File: src/rtl/sc_regbank_writer.sv
// sc_regbank_writer: write-side controller for a bank of active-low-write registers.
// Each request is written with a one-cycle strobe to one register, then read back.
// The readback is compared against the written data. Completion is reported with a
// one-cycle Done pulse. Error is set for a bad address or a readback mismatch.
module sc_regbank_writer #(
  parameter int DATAWIDTH_BUS = 8,
  parameter int NUM_REGS      = 8,
  parameter int ADDRWIDTH     = 3
) (
  input  logic                              SC_RegBANKWR_CLOCK_50,
  input  logic                              SC_RegBANKWR_Reset_InHigh,
  input  logic                              SC_RegBANKWR_Req_InHigh,
  input  logic [ADDRWIDTH-1:0]              SC_RegBANKWR_Addr_In,
  input  logic [DATAWIDTH_BUS-1:0]          SC_RegBANKWR_Data_In,
  output logic                              SC_RegBANKWR_Ready_Out,
  output logic [DATAWIDTH_BUS-1:0]          SC_RegBANKWR_DataBUS_Out,
  output logic [NUM_REGS-1:0]               SC_RegBANKWR_Write_OutLow,
  input  logic [NUM_REGS*DATAWIDTH_BUS-1:0] SC_RegBANKWR_ReadBUS_In,
  output logic                              SC_RegBANKWR_Done_OutHigh,
  output logic                              SC_RegBANKWR_Error_OutHigh
);

  localparam int ADDR_SPACE = 2**ADDRWIDTH;
  // One extra bit, so that NUM_REGS == 2**ADDRWIDTH is still representable.
  localparam logic [ADDRWIDTH:0] NUM_REGS_W = (ADDRWIDTH+1)'(NUM_REGS);

  typedef enum logic [1:0] {IDLE, WRITE, VERIFY, RESP} state_t;

  typedef struct packed {
    logic [ADDRWIDTH-1:0]     addr;
    logic [DATAWIDTH_BUS-1:0] data;
  } wrReq_t;

  state_t                state;
  wrReq_t                latReq;
  logic                  addrInRange;
  logic [ADDR_SPACE-1:0] readMatch;

  assign SC_RegBANKWR_Ready_Out = (state == IDLE);
  assign addrInRange = ({1'b0, SC_RegBANKWR_Addr_In} < NUM_REGS_W);

  // Per-register readback compare. Slots past NUM_REGS are padded as
  // "no match", so the address index always covers the whole vector.
  for (genvar g = 0; g < ADDR_SPACE; g++) begin : gReadCmp
    if (g < NUM_REGS) begin : gReal
      assign readMatch[g] =
        (SC_RegBANKWR_ReadBUS_In[g*DATAWIDTH_BUS +: DATAWIDTH_BUS] == latReq.data);
    end else begin : gPad
      assign readMatch[g] = 1'b0;
    end
  end

  // Control FSM. Every output except Ready comes straight from a flop.
  always_ff @(posedge SC_RegBANKWR_CLOCK_50 or posedge SC_RegBANKWR_Reset_InHigh) begin
    if (SC_RegBANKWR_Reset_InHigh) begin
      state                      <= IDLE;
      latReq                     <= '0;
      SC_RegBANKWR_Write_OutLow  <= '1;
      SC_RegBANKWR_DataBUS_Out   <= '0;
      SC_RegBANKWR_Done_OutHigh  <= 1'b0;
      SC_RegBANKWR_Error_OutHigh <= 1'b0;
    end else begin
      SC_RegBANKWR_Done_OutHigh  <= 1'b0;
      SC_RegBANKWR_Error_OutHigh <= 1'b0;
      SC_RegBANKWR_Write_OutLow  <= '1;
      case (state)
        IDLE: begin
          if (SC_RegBANKWR_Req_InHigh) begin
            latReq.addr <= SC_RegBANKWR_Addr_In;
            latReq.data <= SC_RegBANKWR_Data_In;
            if (addrInRange) begin
              state                     <= WRITE;
              SC_RegBANKWR_Write_OutLow <= ~(NUM_REGS'(1) << SC_RegBANKWR_Addr_In);
              SC_RegBANKWR_DataBUS_Out  <= SC_RegBANKWR_Data_In;
            end else begin
              // A bad address skips the strobe entirely and reports at once.
              state                      <= RESP;
              SC_RegBANKWR_Done_OutHigh  <= 1'b1;
              SC_RegBANKWR_Error_OutHigh <= 1'b1;
            end
          end
        end
        WRITE:  state <= VERIFY;
        VERIFY: begin
          state                      <= RESP;
          SC_RegBANKWR_Done_OutHigh  <= 1'b1;
          SC_RegBANKWR_Error_OutHigh <= ~readMatch[latReq.addr];
        end
        RESP:    state <= IDLE;
        default: state <= IDLE;
      endcase
    end
  end

endmodule

File: config.mk
export PLATFORM = sky130hd
export DESIGN_NAME = sc_regbank_writer
export DESIGN_NICKNAME = d
export VERILOG_FILES = /design/src/rtl/sc_regbank_writer.sv
export SDC_FILE = /design/constraint.sdc
export NUM_CORES = 1
export LEC_CHECK = 0
export CAP_MARGIN = 20
export CORE_ASPECT_RATIO = 0.7
export CORE_MARGIN = 3
export CORE_UTILIZATION = 39
export CTS_CLUSTER_DIAMETER = 200
export DETAILED_ROUTE_END_ITERATION = 12
export PLACE_DENSITY = 0.85
export REMOVE_ABC_BUFFERS = 1
export SYNTH_ARGS = -nofsm -noshare
export SYNTH_HDL_FRONTEND = slang
export SYNTH_SLANG_ARGS = --single-unit
File: constraint.sdc
create_clock -name SC_RegBANKWR_CLOCK_50 -period 2.9 [get_ports SC_RegBANKWR_CLOCK_50]
set_clock_uncertainty 0.1 [all_clocks]
set_input_delay 0.58 -clock SC_RegBANKWR_CLOCK_50 [delete_from_list [all_inputs] [get_ports SC_RegBANKWR_CLOCK_50]]
set_output_delay 0.58 -clock SC_RegBANKWR_CLOCK_50 [all_outputs]
set_load 0.05 [all_outputs]
==> flow_summary.toml <==
[pwr]
power_mw = 2.284
p_leak_nw = 1.010
ir_worst_vdd_mv = 0.4728
pwr_density_cell_nw_per_um2 = 847.0

[clock_network]
ctsHtreeMaxLevel = 1
root_buffer = "clkbuf_8"
clk_pin_slew_ps = 80
worstSkewPairLatency_ps = 270
cts_resized = 0
postCtsSetupBuffers = 0
cts_hold_buf = 0
cts_buffer_depth = 2
clock_sinks = 23
cts_tree = "yes"
cts-buffers-inserted = 3

[sta]
rsz0062_at_grt = "no"
layout_worst_path_cycle_share = 0.8569
layout_setup_ws_ps = 414.9
drv_slew = 0
tightestPinTransition_ps = 838.4
slew_headroom = 0.4404
setup_tns_ps = 0
finalSetupViolations = 0
hold_viol_final = 0
fmax_ghz = 0.4024
timing.final.crit_period_ps = 2485

[floorplan]
ios = 97
initial_utilization = 0.4217
coreArea_um2 = 4089
die-width_um = 85.47
die_h_um = 61.63
dieArea_um2 = 5268
num_rows = 19

[global_routing]
grt_pass1_wl_um = 7624
grt.total_usage = 0.1922
grt_pass1_vias = 1461
overflow = 0
antenna_found_initial = 0
grt_max_degree = 24

[synthesis]
yosysWarnings = 0
syn_area_um2 = 1724
synth-seq-area-share = 0.3396
syn_area_per_cell_um2 = 10.26
synth_cells = 168
ys_types = 25
yosys_register_bits = 23

[worst_setup_path]
cp-start-kind = "flip-flop"
cp-end-kind = "output port"
arrival_ps = 1810
crit_required_ps = 2220
cp_max_fo = 6
critical_path_class = "flip-flop to output port"
r2r_cells = 7

[finish]
nets = 339
finalInstanceArea_um2 = 2696
final_common_cell = "clkdlybuf4s50_1"
area_growth_pct = 56.39
utilization = 0.6594
layout_common_cells = "96 x clkdlybuf4s50_1, 44 x xnor2_1, 20 x xor2_1"
drive_gt1_frac = 0.1124
fillerInstances = 347
diodes = 0

[drt]
drt_iter0_markers = 39
route.detailed.drc = 0
wl_per_cell_um = 15.75
ant_nets = 0
routed-via-count = 1475
drtPass1Iterations = 3
wirelength_um = 4884
post_drt_via_cell_ratio = 4.758

[job]
max_cap_violations = 0

[placement]
dp_hpwl_um = 4073
place_area_um2 = 2651
dp_slack_ps = 599.1
portBuffers = 96
globalplace.congestion = 0.8021

[run_status]
outcome = "finished, final reports clean"

[worst_hold_path]
whs_path_depth = 1
min_path_type = "flip-flop to flip-flop"
[worst max-delay path, stage by stage (launching register included)]
cell and delay [ps]:
dfrtp_1 390, inv_1 80, ha_1 240, clkdlybuf4s50_1 830
[layer usage]
metal  vias to the layer above  GRT usage  wire length (µm)
li1                        736          -                 -
met4                         0    0.02935                58
met2                        47     0.3153              2237
met1                       686     0.2612              2299
met3                         6    0.05481               288
met5                         -          0                 0
[stage by stage]
stage	hold WS, ps	std cells
final	403.2	310
after CTS	396.6	310
after global placement	382.7	306
after floorplan	338.5	150
after detailed placement	388.1	306
after global routing	412.2	310
[path summary, 6_finish.rpt]
| kind | start | end | slack (ps) |
|---|---|---|---|
| min reg2reg | latReq[9] | SC_RegBANKWR_Error_OutHigh | 400 |
| max reg2reg | latReq[3] | SC_RegBANKWR_Error_OutHigh | 1010 |
| max | state[0] | SC_RegBANKWR_Ready_Out | 410 |
| min | latReq[9] | SC_RegBANKWR_Error_OutHigh | 400 |
| min in group asynchronous | SC_RegBANKWR_Reset_InHigh | SC_RegBANKWR_Done_OutHigh | 690 |
| max in group asynchronous | SC_RegBANKWR_Reset_InHigh | latReq[2] | 1490 |
[flip-flops by register name (all words and copies together) (netlist names)]
signal                      flops
state                           2
SC_RegBANKWR_Error_OutHigh      1
latReq                         11
SC_RegBANKWR_Write_OutLow       8
SC_RegBANKWR_Done_OutHigh       1
[logic make-up after synthesis]
family,Yosys count,synth area share
adder cells (fa/ha/maj),2,0.01451
buffers and inverters,23,0.1030
XOR/XNOR,64,0.3251
AND/OR/NAND/NOR,35,0.1089
AO/OA/AOI/OAI,11,0.04355
flip-flops,23,0.3396
multiplexers,10,0.06531
[power by group]
part,leakage (nW),switching [mW],internal [mW]
logic,0.723,0.872,0.708
registers,0.264,0.0729,0.434
clock network,0.0228,0.0985,0.0982
total,1.01,1.04,1.24
[Yosys cell counts]
| master | instances | area share |
|---|---|---|
| a21o_1 | 1 | 0.0044 |
| nand2_1 | 7 | 0.015 |
| nor2_1 | 2 | 0.0044 |
| nor4_1 | 7 | 0.025 |
| a311oi_1 | 3 | 0.015 |
| a211oi_1 | 1 | 0.0044 |
| a31oi_1 | 1 | 0.0036 |
| buf_6 | 7 | 0.046 |
| buf_2 | 1 | 0.0029 |
| ha_1 | 2 | 0.015 |
| and3_1 | 1 | 0.0036 |
| o21ai_0 | 3 | 0.0087 |
| inv_1 | 5 | 0.011 |
| nand3_1 | 5 | 0.015 |
| dfrtp_1 | 15 | 0.22 |
| nand4_1 | 9 | 0.033 |
| nor3_1 | 2 | 0.0058 |
| o31ai_1 | 1 | 0.0044 |
| mux2_2 | 10 | 0.065 |
| buf_4 | 10 | 0.044 |
| nor2b_1 | 2 | 0.0073 |
| xnor2_1 | 44 | 0.22 |
| dfstp_2 | 8 | 0.12 |
| a21oi_1 | 1 | 0.0029 |
| xor2_1 | 20 | 0.10 |
[layout make-up]
| type | count | area (µm²) | area share |
|---|---|---|---|
| repair buffers | 104 | 1021 | 0.3787 |
| multi-input cells | 122 | 960.9 | 0.3564 |
| flip-flops and latches | 23 | 585.6 | 0.2172 |
| well taps | 52 | 65.06 | 0.02413 |
| clock buffers | 4 | 45.04 | 0.01671 |
| inverters | 5 | 18.77 | 0.006961 |
No activity file was read; power rests on OpenSTA's default activity.
